<file path="src/rtl/multicycle_controller_if.sv">
// Memory handshake between the multicycle controller and the shared memory port.
//   MemReq   : controller requests an access this cycle
//   MemWrite : requested access is a store
//   AdrSrc   : address select, 0 = PC, 1 = ALU result register
//   MemReady : memory completes the pending request this cycle
// master = controller side, slave = memory side.
interface multicycle_controller_if;
  logic MemReq;
  logic MemWrite;
  logic AdrSrc;
  logic MemReady;

  modport master (output MemReq, output MemWrite, output AdrSrc, input MemReady);
  modport slave  (input MemReq, input MemWrite, input AdrSrc, output MemReady);
endinterface

</file>
<file path="src/rtl/multicycle_controller.sv">
// Moore control unit for the multicycle RISC-V datapath. It sequences
// fetch/decode/execute/memory/writeback through one shared memory port.
// It also keeps a sticky illegal-instruction trap and a retired-instruction counter.
// Optional feature macro: RV_JAL_EN adds the JAL state and J-type ImmSrc.
// Ports:
//   clk, rst_n    : clock, asynchronous active-low reset
//   Opcode        : instr[6:0] from the instruction register
//   Zero          : ALU zero flag (beq)
//   mem           : memory handshake (MemReq/MemWrite/AdrSrc out, MemReady in)
//   IRWrite, PCWrite, RegWrite, ResultSrc, ALUSrcA, ALUSrcB, ALUOp : datapath controls
//   ImmSrc        : immediate format, decoded from Opcode in every state
//   IllegalInstr  : trap flag, held until reset
//   RetireCount   : retired-instruction count, wraps modulo 2^CNT_W
// Outputs are decoded from the registered state. IRWrite and PCWrite also
// follow MemReady in FETCH, so a fetch completes on the edge that transfers.
module multicycle_controller #(
  parameter int unsigned CNT_W = 32
) (
  input  logic                    clk,
  input  logic                    rst_n,
  input  logic [6:0]              Opcode,
  input  logic                    Zero,
  multicycle_controller_if.master mem,
  output logic                    IRWrite,
  output logic                    PCWrite,
  output logic                    RegWrite,
  output logic [1:0]              ResultSrc,
  output logic [1:0]              ALUSrcA,
  output logic [1:0]              ALUSrcB,
  output logic [1:0]              ALUOp,
  output logic [1:0]              ImmSrc,
  output logic                    IllegalInstr,
  output logic [CNT_W-1:0]        RetireCount
);

  localparam logic [6:0] OP_LW  = 7'b0000011;
  localparam logic [6:0] OP_SW  = 7'b0100011;
  localparam logic [6:0] OP_R   = 7'b0110011;
  localparam logic [6:0] OP_I   = 7'b0010011;
  localparam logic [6:0] OP_BEQ = 7'b1100011;
`ifdef RV_JAL_EN
  localparam logic [6:0] OP_JAL = 7'b1101111;
`endif

  typedef enum logic [3:0] {
    S_START,
    S_FETCH,
    S_DECODE,
    S_MEMADR,
    S_MEMREAD,
    S_MEMWB,
    S_MEMWR,
    S_EXECR,
    S_EXECI,
    S_ALUWB,
    S_BEQ,
`ifdef RV_JAL_EN
    S_JAL,
`endif
    S_TRAP
  } state_t;

  state_t           state_q, state_d;
  logic [CNT_W-1:0] cnt_q, cnt_d;

  logic       mem_req, mem_write, adr_src, ir_write, reg_write, illegal;
  logic       pc_update, branch, retire;
  logic [1:0] result_src, alu_src_a, alu_src_b, alu_op;

  // State and retire counter registers
  always_ff @(posedge clk or negedge rst_n) begin
    if (!rst_n) begin
      state_q <= S_START;
      cnt_q   <= '0;
    end else begin
      state_q <= state_d;
      cnt_q   <= cnt_d;
    end
  end

  // Next state and Moore decode of the datapath controls
  always_comb begin
    state_d    = state_q;
    mem_req    = 1'b0;
    mem_write  = 1'b0;
    adr_src    = 1'b0;
    ir_write   = 1'b0;
    reg_write  = 1'b0;
    illegal    = 1'b0;
    pc_update  = 1'b0;
    branch     = 1'b0;
    result_src = 2'b00;
    alu_src_a  = 2'b00;
    alu_src_b  = 2'b00;
    alu_op     = 2'b00;
    case (state_q)
      S_START: state_d = S_FETCH;
      S_FETCH: begin
        mem_req    = 1'b1;
        alu_src_b  = 2'b10;
        result_src = 2'b10;
        pc_update  = 1'b1;
        ir_write   = mem.MemReady;
        if (mem.MemReady) state_d = S_DECODE;
      end
      S_DECODE: begin
        // Compute the branch target PC+imm while the opcode is decoded
        alu_src_a = 2'b01;
        alu_src_b = 2'b01;
        case (Opcode)
          OP_LW, OP_SW: state_d = S_MEMADR;
          OP_R:         state_d = S_EXECR;
          OP_I:         state_d = S_EXECI;
          OP_BEQ:       state_d = S_BEQ;
`ifdef RV_JAL_EN
          OP_JAL:       state_d = S_JAL;
`endif
          default:      state_d = S_TRAP;
        endcase
      end
      S_MEMADR: begin
        alu_src_a = 2'b10;
        alu_src_b = 2'b01;
        state_d   = (Opcode == OP_SW) ? S_MEMWR : S_MEMREAD;
      end
      S_MEMREAD: begin
        mem_req = 1'b1;
        adr_src = 1'b1;
        if (mem.MemReady) state_d = S_MEMWB;
      end
      S_MEMWB: begin
        result_src = 2'b01;
        reg_write  = 1'b1;
        state_d    = S_FETCH;
      end
      S_MEMWR: begin
        mem_req   = 1'b1;
        mem_write = 1'b1;
        adr_src   = 1'b1;
        if (mem.MemReady) state_d = S_FETCH;
      end
      S_EXECR: begin
        alu_src_a = 2'b10;
        alu_op    = 2'b10;
        state_d   = S_ALUWB;
      end
      S_EXECI: begin
        alu_src_a = 2'b10;
        alu_src_b = 2'b01;
        alu_op    = 2'b10;
        state_d   = S_ALUWB;
      end
      S_ALUWB: begin
        reg_write = 1'b1;
        state_d   = S_FETCH;
      end
      S_BEQ: begin
        alu_src_a = 2'b10;
        alu_op    = 2'b01;
        branch    = 1'b1;
        state_d   = S_FETCH;
      end
`ifdef RV_JAL_EN
      S_JAL: begin
        // PC <- branch target from DECODE; ALU forms the link value OldPC+4
        alu_src_a = 2'b01;
        alu_src_b = 2'b10;
        pc_update = 1'b1;
        state_d   = S_ALUWB;
      end
`endif
      S_TRAP:  illegal = 1'b1;
      default: state_d = S_START;
    endcase
  end

  // Immediate format follows the IR opcode in every state
  always_comb begin
    ImmSrc = 2'b00;
    case (Opcode)
      OP_SW:   ImmSrc = 2'b01;
      OP_BEQ:  ImmSrc = 2'b10;
`ifdef RV_JAL_EN
      OP_JAL:  ImmSrc = 2'b11;
`endif
      default: ImmSrc = 2'b00;
    endcase
  end

  // Retire on the edge that leaves the final state of an instruction
  assign retire = (state_q == S_MEMWB) || (state_q == S_ALUWB) || (state_q == S_BEQ) ||
                  ((state_q == S_MEMWR) && mem.MemReady);
  assign cnt_d  = cnt_q + CNT_W'(retire);

  assign mem.MemReq   = mem_req;
  assign mem.MemWrite = mem_write;
  assign mem.AdrSrc   = adr_src;
  assign IRWrite      = ir_write;
  // In FETCH the PC advances only with the transferring edge
  assign PCWrite      = (pc_update && ((state_q != S_FETCH) || mem.MemReady)) || (branch && Zero);
  assign RegWrite     = reg_write;
  assign ResultSrc    = result_src;
  assign ALUSrcA      = alu_src_a;
  assign ALUSrcB      = alu_src_b;
  assign ALUOp        = alu_op;
  assign IllegalInstr = illegal;
  assign RetireCount  = cnt_q;

endmodule

</file>
<file path="src/flat_wrapper.sv">
// flat-port wrapper written by rule: the top's interface ports become plain ports
module multicycle_controller_flat 
#(
  parameter int unsigned CNT_W = 32
)
  (clk, rst_n, Opcode, Zero, IRWrite, PCWrite, RegWrite, ResultSrc, ALUSrcA, ALUSrcB, ALUOp, ImmSrc, IllegalInstr, RetireCount, mem_MemReq, mem_MemWrite, mem_AdrSrc, mem_MemReady);
  multicycle_controller_if mem_i ();
  input  logic clk;
  input  logic rst_n;
  input  logic [6:0] Opcode;
  input  logic Zero;
  output logic IRWrite;
  output logic PCWrite;
  output logic RegWrite;
  output logic [1:0] ResultSrc;
  output logic [1:0] ALUSrcA;
  output logic [1:0] ALUSrcB;
  output logic [1:0] ALUOp;
  output logic [1:0] ImmSrc;
  output logic IllegalInstr;
  output logic [CNT_W-1:0] RetireCount;
  output wire logic [$bits(mem_i.MemReq)-1:0] mem_MemReq;
  output wire logic [$bits(mem_i.MemWrite)-1:0] mem_MemWrite;
  output wire logic [$bits(mem_i.AdrSrc)-1:0] mem_AdrSrc;
  input wire logic [$bits(mem_i.MemReady)-1:0] mem_MemReady;
  assign mem_MemReq = mem_i.MemReq;
  assign mem_MemWrite = mem_i.MemWrite;
  assign mem_AdrSrc = mem_i.AdrSrc;
  assign mem_i.MemReady = mem_MemReady;
  multicycle_controller #(.CNT_W(CNT_W)) u_core (.clk(clk), .rst_n(rst_n), .Opcode(Opcode), .Zero(Zero), .mem(mem_i), .IRWrite(IRWrite), .PCWrite(PCWrite), .RegWrite(RegWrite), .ResultSrc(ResultSrc), .ALUSrcA(ALUSrcA), .ALUSrcB(ALUSrcB), .ALUOp(ALUOp), .ImmSrc(ImmSrc), .IllegalInstr(IllegalInstr), .RetireCount(RetireCount));
endmodule
</file>
<file path="config.mk">
export PLATFORM = sky130hd
export DESIGN_NAME = multicycle_controller_flat
export DESIGN_NICKNAME = d
export VERILOG_FILES = /design/src/rtl/multicycle_controller_if.sv /design/src/rtl/multicycle_controller.sv /design/src/flat_wrapper.sv
export SDC_FILE = /design/constraint.sdc
export NUM_CORES = 1
export LEC_CHECK = 0
export ABC_AREA = 1
export CAP_MARGIN = 5
export CORE_ASPECT_RATIO = 2
export CORE_MARGIN = 2
export CORE_UTILIZATION = 45
export DETAILED_ROUTE_END_ITERATION = 8
export HOLD_SLACK_MARGIN = 0.03
export PLACE_DENSITY = 0.75
export RECOVER_POWER = 50
export SYNTH_ARGS = -nofsm -noshare
export SYNTH_HDL_FRONTEND = slang
export SYNTH_SLANG_ARGS = --single-unit
</file>
<file path="constraint.sdc">
create_clock -name clk -period 3.6 [get_ports clk]
set_input_delay 0.72 -clock clk [delete_from_list [all_inputs] [get_ports clk]]
set_output_delay 0.72 -clock clk [all_outputs]
set_load 0.01 [all_outputs]
</file>
; Yosys cells after proc, flatten, opt, wreduce, memory -nomap -nowiden
; Index checks and enable logic that the tools add are counted.
[totals]
register_bits = 36
latchBits = 0
ramBits = 0
rom_bits = 0
n_memories = 0
[classes]
add_sub_neg = 1
mul = 0
div = 0
n_lt_le_gt_ge = 0
eq_ne = 20
n_shift = 0
n_mux = 19
bitwise_logic = 1
reduce_logical = 18
[op_table]
columns = operator, n
row1 = adder 32 x 1 -> 32 bit, 1
row2 = case mux 4 bit (8 select lines), 1
row3 = case mux 2 bit (2 select lines), 5
row4 = equality test 4 x 3 -> 1 bit (second input constant), 4
row5 = equality test 4 bit (second input constant), 4
row6 = case mux 4 bit (4 select lines), 1
row7 = equality test 7 x 6 -> 1 bit (second input constant), 2
row8 = two-way mux 4 bit, 3
row9 = equality test 4 x 2 -> 1 bit (second input constant), 2
row10 = two-way mux 1 bit, 8
row11 = OR reduction 2 bit, 4
row12 = OR reduction 4 bit, 2
row13 = equality test 7 x 2 -> 1 bit (second input constant), 1
row14 = equality test 7 x 5 -> 1 bit (second input constant), 1
row15 = equality test 7 bit (second input constant), 1
row16 = != test 2 bit (second input constant), 3
row17 = OR reduction 3 bit, 2
row18 = logical OR 1 bit, 5
row19 = equality test 4 x 1 -> 1 bit (second input constant), 1
row20 = zero test 4 bit, 1
row21 = != test 4 x 1 -> 1 bit (second input constant), 1
row22 = AND reduction 4 bit, 1
row23 = logical AND 1 bit, 3
row24 = two-way mux 2 bit, 1
row25 = inverter 1 bit, 1

; Longest topological paths before layout
[depth]
word_depth = 5
mapped_depth = 14
ltp_nobuf = 14

; Worst setup path after synthesis
; Ideal clock, no wire load.
[synth_path]
path_kind = input-to-reg
from = input mem_MemReady
to = register u_core.cnt_q[30], in the netlist u_core.RetireCount[30]
setup_time_ns = 0.117
arrival_time_ns = 2.030
setup_slack_ns = 1.453
cell_stages = 10
path_buffers = 0
cell_sequence = inv_1 o211ai_1 ha_1 ha_1 nand3_4 nor2_4 and2b_2 nand2_1 nand2_1 nand2_1
[synth_between]
elab_chain_len = 3
[synth_rtl]
columns = element, line
row1 = "start, declared", flat_wrapper.sv:25  ; input wire logic [$bits(mem_i.MemReady)-1:0] mem_MemReady;
row2 = logical AND 1 bit, multicycle_controller.sv:192  ; ((state_q == S_MEMWR) && mem.MemReady);
row3 = logical OR 1 bit, multicycle_controller.sv:191  ; assign retire = (state_q == S_MEMWB) || (state_q == S_ALUWB) || (state_q == S_BEQ) ||
row4 = adder 32 x 1 -> 32 bit, multicycle_controller.sv:193  ; assign cnt_d = cnt_q + CNT_W'(retire);
row5 = net u_core.cnt_d[30], multicycle_controller.sv:64  ; logic [CNT_W-1:0] cnt_q, cnt_d;
row6 = "end signal, assigned", multicycle_controller.sv:77  ; cnt_q <= cnt_d;
row7 = "end, declared", multicycle_controller.sv:64
; The timed path passes the listed nets, and every way through them passes these cells.
; A chain may end at the register's enable or synchronous reset.

; Final worst setup path
[layout_path]
from = input Opcode[1]
to = output ImmSrc[1]
[layout_between]
elab_chain_len = 2
elab_cells_between_ends = 3
[layout_rtl]
columns = element, line
row1 = "start, declared", flat_wrapper.sv:10  ; input logic [6:0] Opcode;
row2 = equality test 7 bit / equality test 7 x 6 -> 1 bit (equally long branches), multicycle_controller.sv:180  ; case (Opcode)
row3 = case mux 2 bit (2 select lines) (*), multicycle_controller.sv:180
row4 = "end, declared", flat_wrapper.sv:19  ; output logic [1:0] ImmSrc;
; Mark *: on every way between the ends. The rest lies on a longest branch, timed or not.

==> impl_metrics.py <==
metrics = {
    "setup_path": {
        "crit_type": "in2out",
        "crit_path_max_fanout": 5,
        "worstPathCellList": "dlygate4sd3_1 -> nand2_1 -> nor2_1 -> nand2_1 -> inv_1 -> clkdlybuf4s50_1",
        "timing.critical_path.buf_inv": 3,
        "required_ns": 2.88,
        "critPathCaptureType": "output pin",
        "crit_family": "buffers and inverters",
        "slowest_stage": "dlygate4sd3_1",
        "slowest_delay_ns": 0.53,
        "critPathArrivalTime_ns": 2.33,
        "crit_top_cell": "nand2_1",
        "start_kind": "input pin",
    },
    "timing": {
        "maxSlewHeadroom_pct": -31.1,
        "period_needed_ns": 3.05,
        "finalSetupTns_ns": 0,
        "period_share_pct": 84.7,
        "max_freq_mhz": 328,
        "finalMaxSlewViolations": 37,
        "setup_viol": 0,
        "fin_ws_ns": 0.550,
        "clock_skew_ns": 0.00637,
        "hold_violations": 0,
        "worst_slew_pin_slew_ns": 1.97,
        "rsz0062_at_grt": "no",
    },
    "clock_network": {
        "clk_latency_ns": 0.30,
        "cts_setup_buffers": 0,
        "clock_sinks": 36,
        "cts-resized-gates": 0,
        "clk_pin_slew_worst_paths_ns": 0.06,
        "cts_root_buffer": "clkbuf_8",
        "cts_max_path_buffers": 2,
        "hold_buffers": 0,
        "cts_tree": "built",
        "numCtsBuffers": 5,
        "cts-htree-levels": 2,
    },
    "final_layout": {
        "drive_gt1_share_pct": 6.79,
        "area_growth_syn_to_layout_pct": 33.0,
        "antennaDiodeCount": 0,
        "final_util_pct": 61.7,
        "fillCellCount": 446,
        "fin_cells": 440,
        "final_nets": 396,
    },
    "placed_design": {
        "hpwl_um": 4830,
        "io_buffers": 59,
        "numPlacedInstances": 432,
        "pre_cts_slack_ns": 0.671,
        "place.gp.congestion": 0.889,
    },
    "route": {
        "drtPass1Iterations": 6,
        "via_count": 2249,
        "viasPerCell": 5.11,
        "route.detailed.drc": 0,
        "wl_per_cell_um": 13.7,
        "ant_nets": 0,
        "drtIter0Drc": 66,
        "wl_um": 6030,
    },
    "synth": {
        "synth_seq_area_share_pct": 40.3,
        "netlist_instances": 316,
        "ys_types": 25,
        "yosys_warnings": 0,
        "synth_nets": 330,
        "avgSynthCellArea_um2": 7.07,
        "synthesis.area_mm2": 0.00223,
        "ys_ff_latch": 36,
    },
    "floorplanning": {
        "ioPinCount": 60,
        "die-area_mm2": 0.00558,
        "die_h_um": 104,
        "die_x_um": 53.8,
        "core_mm2": 0.00482,
        "initial_utilization_pct": 46.4,
        "num_rows": 36,
    },
    "power_and_ir_drop": {
        "p_per_area_mw_per_mm2": 477,
        "p_leak_nw": 1.44,
        "power_mw": 1.42,
        "peakVddDrop_mv": 0.349,
    },
    "run": {
        "cap_violations": 1,
    },
    "status": {
        "failed_checks": "capacitance limit, slew limit",
        "status": "finished with violations",
    },
    "global_routing": {
        "grt_pass1_wl_um": 9860,
        "grt_start_max_net_pins": 37,
        "overflow": 0,
        "grt_pass1_vias": 2300,
        "grt_usage_pct": 24.0,
        "antenna_found_initial": 0,
    },
    "worst_hold_path": {
        "hp-class": "reg2reg",
    },
}
## cell families (layout without fill, tap and decap cells)
| family | Yosys count | count (layout) | synth area share [%] |
|---|---|---|---|
| AOI/OAI and AO/OA | 8 | 8 | 1.90 |
| xor gates and xnor gates | 15 | 15 | 5.88 |
| DFF | 36 | 36 | 40.3 |
| adders and majority gates | 3 | 3 | 1.68 |
| and+or+nand+nor | 222 | 222 | 44.8 |
| buffers and inverters | 32 | 99 | 5.37 |
## area by class of cell
| cell class | count | area (um2) | area share [%] |
|---|---|---|---|
| well taps | 57 | 71.3 | 2.40 |
| multi-input cells | 248 | 1210 | 40.6 |
| repair buffers | 59 | 584 | 19.7 |
| flip-flops and latches | 36 | 901 | 30.3 |
| inverters | 32 | 120 | 4.04 |
| clock buffers | 8 | 90.1 | 3.03 |
## routing by layer
metal	wire, um	GRT usage (%)
met2	3250	43.6
met5	0	0
met3	298	4.47
met1	2030	20.1
met4	452	19.2
## power by group
part | total [mW] | internal [mW] | switching [mW] | leakage (nW)
Clock | 0.298 | 0.156 | 0.142 | 0.0455
Sequential | 0.529 | 0.459 | 0.0701 | 0.487
Combinational | 0.592 | 0.266 | 0.326 | 0.906
Total | 1.42 | 0.881 | 0.538 | 1.44
## placed cells by master, fill, tap and decap left out, drive strengths merged
master	instances
xnor2	4
nand4	3
dlygate4sd3	18
nand2	128
clkbuf	9
and2b	1
xor2	11
nand3b	12
nor4	1
dfrtp	36
ha	3
nor2	59
o211ai	1
o21ai	4
inv	32
and3	1
nand3	14
nor3	3
clkdlybuf4s50	40
a21oi	3
## synthesized netlist by cell type, drive strengths merged
cell / instances / area share [%]
ha: 3 / 1.7
nor3: 3 / 0.90
inv: 32 / 5.4
o21ai: 4 / 0.90
a21oi: 3 / 0.67
nor2: 59 / 12
nand3: 14 / 3.9
xnor2: 4 / 1.6
dfrtp: 36 / 40
and2b: 1 / 0.39
nand3b: 12 / 4.0
nor4: 1 / 0.28
nand2: 128 / 22
nand4: 3 / 0.84
o211ai: 1 / 0.34
and3: 1 / 0.28
xor2: 11 / 4.3
## path summary, 6_finish.rpt
check	to	from	cells past startpoint	slack, ns
min in group asynchronous	u_core.RetireCount[9]	rst_n	1	0.97
max	ImmSrc[1]	Opcode[1]	6	0.55
min	u_core.RetireCount[29]	u_core.RetireCount[29]	2	0.49
max reg2reg	u_core.RetireCount[30]	u_core.state_q[0]	13	1.28
min reg2reg	u_core.RetireCount[29]	u_core.RetireCount[29]	2	0.49
max in group asynchronous	u_core.state_q[1]	rst_n	1	1.50
## tightest hold or removal path, delay by kind of cell, from the launching register on
| family | cells | cell delay [ns] |
|---|---|---|
| flops | 1 | 0.36 |
| simple gates | 2 | 0.11 |
## flip-flops by register name, indices dropped and copies added, names as in the netlist
register and count:
u_core.RetireCount 32, u_core.state_q 4
## per-stage QoR
stage / instance area (um2) / hold WS (ns)
2_1_floorplan: 2230 / 0.424
3_3_place_gp: 2890 / 0.468
3_5_place_dp: 2890 / 0.486
4_1_cts: 2980 / 0.500
5_1_grt: 2970 / 0.534
6_report: 2970 / 0.489
Note: power is estimated with default switching activity, not from simulation.
